### config.mk
export PLATFORM = sky130hd
export DESIGN_NAME = sync_debounce
export DESIGN_NICKNAME = d
export VERILOG_FILES = /design/src/rtl/sync_debounce_pkg.sv /design/src/rtl/sync_debounce_sync_chain.sv /design/src/rtl/sync_debounce.sv
export SDC_FILE = /design/constraint.sdc
export NUM_CORES = 1
export LEC_CHECK = 0
export ABC_CLOCK_PERIOD_IN_PS = 2200
export BUFFER_PORTS_ARGS = -buffer_cell sky130_fd_sc_hd__clkbuf_2
export CORE_AREA = 2 2 39 41
export CTS_CLUSTER_DIAMETER = 80
export DETAILED_ROUTE_END_ITERATION = 6
export DIE_AREA = 0 0 41 43
export GPL_TIMING_DRIVEN = 0
export SYNTH_ARGS = -nofsm -noshare
export SYNTH_HDL_FRONTEND = slang
export SYNTH_SLANG_ARGS = --single-unit
### constraint.sdc
create_clock -name clk -period 2.2 [get_ports clk]
set_input_delay 0.44 -clock clk [delete_from_list [all_inputs] [get_ports clk]]
set_output_delay 0.44 -clock clk [all_outputs]
set_load 0.05 [all_outputs]
### src/rtl/sync_debounce_pkg.sv
// ============================================================================
//  Module      : sync_debounce_pkg
//  Description : Shared types, defaults and width helper for the sync_debounce
//                input-conditioning block.
//                  state_t          - qualification FSM states (IDLE, CHECK)
//                  cnt_width()      - stability counter width for a given
//                                     STABLE_CYCLES value
//                  DEFAULT_*        - default parameter values
//  Revision    : 1.0 - initial release
// ============================================================================
`default_nettype none

package sync_debounce_pkg;

    localparam int DEFAULT_SYNC_STAGES   = 2;
    localparam int DEFAULT_STABLE_CYCLES = 4;

    typedef enum logic {
        IDLE  = 1'b0,
        CHECK = 1'b1
    } state_t;

    // The counter only ever reaches STABLE_CYCLES-1, but sizing for
    // STABLE_CYCLES+1 keeps the width at least 1 bit when STABLE_CYCLES==1.
    function automatic int cnt_width(input int stable_cycles);
        return $clog2(stable_cycles + 1);
    endfunction

endpackage : sync_debounce_pkg

`default_nettype wire

### src/rtl/sync_debounce_sync_chain.sv
// ============================================================================
//  Module      : sync_chain
//  Description : Multi-flop synchronizer for a single asynchronous level.
//                Synchronous active-high reset clears every stage to 0.
//  Ports       : clk - clock
//                rst - synchronous active-high reset
//                d   - asynchronous input level
//                q   - synchronized level (last stage)
//  Revision    : 1.0 - initial release
// ============================================================================
`default_nettype none

module sync_chain #(
    parameter int STAGES = 2
) (
    input  logic clk,
    input  logic rst,
    input  logic d,
    output logic q
);

    if (STAGES < 2) begin : g_bad_stages
        $error("sync_chain: STAGES must be >= 2");
    end

    logic [STAGES-1:0] r_sr;

    always_ff @(posedge clk) begin
        if (rst) begin
            r_sr <= '0;
        end else begin
            r_sr <= {r_sr[STAGES-2:0], d};
        end
    end

    assign q = r_sr[STAGES-1];

endmodule : sync_chain

`default_nettype wire

### src/rtl/sync_debounce.sv
// ============================================================================
//  Module      : sync_debounce
//  Description : Synchronizes a raw asynchronous level and only lets the
//                output follow a change once the synchronized level has held
//                for STABLE_CYCLES consecutive enabled clocks. Produces
//                registered one-cycle rise/fall pulses aligned with dout.
//  Ports       : clk  - clock, all state updates on the rising edge
//                rst  - synchronous active-high reset
//                din  - raw asynchronous level
//                en   - filter enable (0 freezes dout and aborts qualifying)
//                dout - debounced registered level
//                rise - one-cycle pulse on dout 0->1
//                fall - one-cycle pulse on dout 1->0
//                busy - high while a candidate change is being qualified
//  Revision    : 1.0 - initial release
// ============================================================================
`default_nettype none

module sync_debounce
    import sync_debounce_pkg::*;
#(
    parameter int SYNC_STAGES   = DEFAULT_SYNC_STAGES,
    parameter int STABLE_CYCLES = DEFAULT_STABLE_CYCLES
) (
    input  logic clk,
    input  logic rst,
    input  logic din,
    input  logic en,
    output logic dout,
    output logic rise,
    output logic fall,
    output logic busy
);

    if (SYNC_STAGES < 2) begin : g_bad_sync_stages
        $error("sync_debounce: SYNC_STAGES must be >= 2");
    end
    if (STABLE_CYCLES < 1) begin : g_bad_stable_cycles
        $error("sync_debounce: STABLE_CYCLES must be >= 1");
    end

    localparam int CW = cnt_width(STABLE_CYCLES);
    localparam logic [CW-1:0] C_LAST = CW'(STABLE_CYCLES - 1);
    localparam logic [CW-1:0] C_ONE  = CW'(1);

    logic          w_din_s;
    state_t        r_state;
    state_t        w_state_nxt;
    logic [CW-1:0] r_count;
    logic [CW-1:0] w_count_nxt;
    logic          r_dout;
    logic          w_dout_nxt;
    logic          r_rise;
    logic          r_fall;

    sync_chain #(
        .STAGES (SYNC_STAGES)
    ) u_sync_chain (
        .clk (clk),
        .rst (rst),
        .d   (din),
        .q   (w_din_s)
    );

    always_ff @(posedge clk) begin
        if (rst) begin
            r_state <= IDLE;
            r_count <= '0;
            r_dout  <= 1'b0;
            r_rise  <= 1'b0;
            r_fall  <= 1'b0;
        end else begin
            r_state <= w_state_nxt;
            r_count <= w_count_nxt;
            r_dout  <= w_dout_nxt;
            // Pulses are derived from the same next-value that updates
            // dout, so they land in exactly the cycle dout changes.
            r_rise  <= w_dout_nxt & ~r_dout;
            r_fall  <= ~w_dout_nxt & r_dout;
        end
    end

    always_comb begin
        w_state_nxt = r_state;
        w_count_nxt = r_count;
        w_dout_nxt  = r_dout;

        if (!en) begin
            // Disabling aborts any qualification in progress; re-enabling
            // restarts from zero.
            w_state_nxt = IDLE;
            w_count_nxt = '0;
        end else begin
            case (r_state)
                IDLE: begin
                    if (w_din_s != r_dout) begin
                        if (STABLE_CYCLES == 1) begin
                            // A single stable cycle is enough: accept now.
                            w_dout_nxt  = w_din_s;
                            w_count_nxt = '0;
                        end else begin
                            w_state_nxt = CHECK;
                            w_count_nxt = C_ONE;
                        end
                    end
                end
                CHECK: begin
                    if (w_din_s == r_dout) begin
                        // Level went back before qualifying: glitch.
                        w_state_nxt = IDLE;
                        w_count_nxt = '0;
                    end else if (r_count == C_LAST) begin
                        w_dout_nxt  = w_din_s;
                        w_state_nxt = IDLE;
                        w_count_nxt = '0;
                    end else begin
                        w_count_nxt = r_count + C_ONE;
                    end
                end
                default: begin
                    w_state_nxt = IDLE;
                    w_count_nxt = '0;
                end
            endcase
        end
    end

    assign dout = r_dout;
    assign rise = r_rise;
    assign fall = r_fall;
    assign busy = (r_state == CHECK);

endmodule : sync_debounce

`default_nettype wire

Yosys cells after proc, flatten, opt, wreduce, memory -nomap -nowiden
Index checks and enable logic that the tools add are counted.
{ "totals": {"inputBits": 4, "wordCells": 30, "reg_bits": 9} }
{ "classes": {"eq_ne": 4, "n_mux": 12, "n_addsub": 1, "n_reduce_logical": 1, "bitwise_logic": 6} }
{ "op_table": {"columns": ["cell", "count"], "rows": [
  ["3-bit two-way mux", 3],
  ["1-bit two-way mux", 7],
  ["3-bit case mux with 2 select lines", 1],
  ["1-bit inverter", 4],
  ["3-bit by 1-bit adder with 3-bit output (second input constant)", 1],
  ["3-bit by 2-bit equality test with 1-bit output (second input constant)", 1],
  ["1-bit bitwise AND", 2],
  ["2-bit != test (second input constant)", 1],
  ["1-bit case mux with 2 select lines", 1],
  ["2-bit OR reduction", 1],
  ["1-bit equality test", 1],
  ["1-bit != test", 1]
]} }

Logic depth before layout (Yosys ltp)
{ "depth": {"depth_word": 7, "depth_mapped": 4, "mapped_depth_nobuf": 4} }

Modules after synthesis
From an unflattened synthesis, not the netlist that was laid out.
{ "hier_totals": {"cells_unflattened": 32, "area_unflattened_um2": 347.8} }
{ "modules_own_cells": {"columns": ["module", "area_per_inst_um2", "cells_per_inst", "seq_area_each_um2", "instances"], "rows": [
  ["sync_debounce", 295.3, 28, 140.1, 1],
  ["sync_chain", 52.6, 4, 40.0, 1]
]} }

Worst setup path before layout
Ideal clock, no wire load.
{ "synth_path": {"path_type": "reg-to-reg", "start": "reg r_state, in the netlist busy", "end": "reg r_rise, in the netlist rise", "t_required_ps": 2124, "path_stages_with_launch": 4, "path_slack_ps": 765, "setup_ps": 76, "arrival_ps": 1358, "path_cell_list": "dfxtp_1 nand2_2 or3b_1 nor3b_2"} }
{ "synth_via": {"elab_chain_cells": 3} }
{ "synth_rtl": {"columns": ["item", "line", "text"], "rows": [
  ["start: declaration", "sync_debounce.sv:47", "state_t r_state;"],
  ["start signal: assignment", "sync_debounce.sv:73", "r_state <= w_state_nxt;"],
  ["1-bit two-way mux", "sync_debounce.sv:94", "case (r_state)"],
  ["1-bit two-way mux", "sync_debounce.sv:88", "if (!en) begin"],
  ["1-bit bitwise AND", "sync_debounce.sv:78", "r_rise <= w_dout_nxt & ~r_dout;"],
  ["end signal: assignment", "sync_debounce.sv:78", null],
  ["end: declaration", "sync_debounce.sv:53", "logic r_rise;"]
]} }
Every way passes these cells.
A chain may end at the register's enable or synchronous reset.

Final worst setup path
{ "layout_path": {"start": "reg r_state, in the netlist busy", "end": "out busy"} }
{ "layout_lines": {"columns": ["item", "line", "text"], "rows": [
  ["end: declaration", "sync_debounce.sv:32", "output logic busy"]
]} }
No word-level cell between the ends.

==> flow_summary.toml <==
[floorplan]
initial_utilization = 0.255
floorplan.io_pins = 8
core_um2 = 1380
rows = 14
fp.dieArea_um2 = 1760
die_h_um = 43
die_w_um = 41

[power_and_ir_drop]
power.clock.fraction = 0.410
internal_power_w = 0.000242
ir_worst_vdd_v = 0.000207
p_comb_frac = 0.044
cellPowerDensity_nw_per_um2 = 706
p_leak_nw = 0.188
sequentialPowerShare = 0.546
total_switching_power_w = 0.0000646
swShare = 0.211

[timing]
setup_viol = 0
clock-skew-final_ps = 2.97
report.final.hold_viol_count = 0
drv_slew = 0
period_share = 0.661
slew_headroom = 0.770
rsz0062_at_grt = "false"
worstMarginPinSlew_ps = 344
fin_setup_tns_ps = 0
final_period_minus_worst_setup_slack_ps = 1450
fmax_mhz = 688

[worst_hold_path]
hold_end = "u_sync_chain.r_sr[0]$_SDFF_PP0_"
hold_start = "din"
holdPathStages = 2
hold_path.class = "in -> reg"

[placement]
finalWeightedCongestion = 0.777
port_buf_inserts = 7
placed_area_um2 = 408
dpl.hpwl_um = 401

[cts]
hold_buffers = 0
clock_sinks = 9
clk_pin_slew_ps = 60
clk-insertion-delay-late_ps = 260
cts-root-to-sink-buffers = 2
numCtsBuffers = 3
cts_htree_levels = 1
cts_root_buffer = "clkbuf_4"
tritoncts = "yes"
postCtsSetupBuffers = 0
post_cts_resized = 0

[global_route]
grt_first_pass_wirelength_um = 917
antenna_found_initial = 0
grt-ovfl-total = 0
grt_usage = 0.0877
grt_start_max_net_pins = 8
first_global_vias = 238

[route]
post_drt_wl_per_cell_um = 9.25
drt-total-wl_um = 546
dr.pass1.iters = 1
drc_marker_count_from_the_first_detailed_route_iteration = 0
avgViaCountPerCell = 4.39
drc = 0
number_of_vias_after_detailed_routing = 259
ant_nets = 0

[layout]
diode_insertion_count_for_antenna_repair = 0
final.fill_count = 146
multi_input_comb_area_um2 = 173
final_layout_size_suffix_gt1_frac = 0.326
finalNetCount = 49
final_cell_area_um2 = 434
layout-area-overhead-vs-synth_pct = 23.0
final-seq-area_um2 = 180

[yosys]
post_synth_instance_area_um2 = 353
average_size_of_a_mapped_cell_um2 = 11.0
ys_seq_area_frac = 0.511
synth_cells = 32
yosys_warnings = 0
synth.ff_latch_count = 9
syn-num-nets = 37
ys_types = 20

[setup_path]
crit_path_end_kind = "output pin"
cp_data_required_time_ps = 1760
timing.setup.critical_path_class = "reg -> out"
r2r_slack_ps = 900
critical_path.reg2reg.endpoint = "rise$_SDFF_PP0_"
start_kind = "flip-flop"
critical_path_buf_inv_count = 1
cp_cell_sequence = "clkbuf_2"
worstRegToRegCells = 4
slowest_cell_on_the_critical_path = "dfxtp_1"
critical_path.reg2reg.startpoint = "r_count[0]$_SDFFE_PP0P_"
worst-endpoint-arrival_ps = 1010
timing.critical_path.max_delay_family = "flip-flops"
crit_start = "busy$_SDFF_PP0_"
worstPathMaxFanout = 7
cpPeakStageDelay_ps = 440

[run_status]
result_of_the_run = "finished clean"

[job]
max_cap_violations = 0
-- cells in the final DEF, fill, tap and decap left out, drive strengths merged, types with 2 or more instances in the layout --
master   n
nor2     2
nor2b    2
and2b    2
o21ai    2
nand2    3
clkbuf  11
nor3b    2
dfxtp    9
-- flip-flops by register name, indices dropped and copies added, names as in the netlist --
name / cells
busy: 1
dout: 1
fall: 1
r_count: 3
rise: 1
u_sync_chain.r_sr: 2
-- synthesized netlist by cell type, drive strengths merged --
cell type / count / area [um2]
a21oi: 1 / 5.00
o21ai: 2 / 10.0
a211oi: 1 / 7.51
nor2b: 2 / 20.0
mux2i: 1 / 10.0
nand3b: 1 / 7.51
or3b: 1 / 8.76
ha: 1 / 12.5
xor2: 1 / 8.76
dfxtp: 9 / 180
nor2: 2 / 7.51
or2: 1 / 6.26
and2b: 2 / 15.0
nand4b: 1 / 8.76
nand4: 1 / 6.26
nor3b: 2 / 25.0
nand2: 3 / 13.8
-- cell type report --
type                    instances  area share
flip-flops and latches          9       0.415
multi-input cells              23       0.398
repair buffers                  7      0.0807
clock buffers                   4      0.0605
well taps                      16      0.0461
-- worst max path at each step --
stage / to / slack (ps) / depth (start not counted)
floorplan: rise$_SDFF_PP0_ / 770 / 3
global placement: rise$_SDFF_PP0_ / 830 / 4
detailed placement: rise$_SDFF_PP0_ / 820 / 4
CTS: busy / 730 / 1
global route: busy / 690 / 1
finish: busy / 750 / 1
-- kinds of logic (layout without fill, tap and decap cells) --
kind of cell	Yosys count	count (layout)	share of synthesized area
AO/OA/AOI/OAI	4	4	0.0638
XOR/XNOR	1	1	0.0248
adder cells (fa/ha/maj)	1	1	0.0355
buffers and inverters	0	11	0
flip-flops	9	9	0.511
multiplexers	1	1	0.0284
AND/OR/NAND/NOR	16	16	0.337
-- metal layers --
layer,GRT usage,routed length [um]
met5,0,0
met4,0.140,44
met3,0.0157,27
met2,0.106,237
met1,0.0945,236
-- power groups by stage --
stage	Combinational, W	Clock, W	Sequential (W)
after floorplan	0.00000742	0	0.000172
after global placement	0.0000134	0	0.000171
after global routing	0.0000149	0.000144	0.000167
after CTS	0.0000138	0.000132	0.000167
final	0.0000136	0.000126	0.000167
after detailed placement	0.0000137	0	0.000171
-- metrics by stage --
| stage | instances | utilization | hold WS, ps | total power, W | setup WS (ps) |
|---|---|---|---|---|---|
| floorplan | 32 | - | 411 | 0.000179 | 765 |
| finish | 59 | 0.314 | 386 | 0.000307 | 746 |
| CTS | 59 | 0.314 | 382 | 0.000313 | 729 |
| detailed placement | 55 | 0.295 | 421 | 0.000185 | 818 |
| global route | 59 | 0.314 | 394 | 0.000327 | 693 |
| global placement | 55 | 0.295 | 415 | 0.000184 | 828 |
No activity file was read; power rests on OpenSTA's default activity.
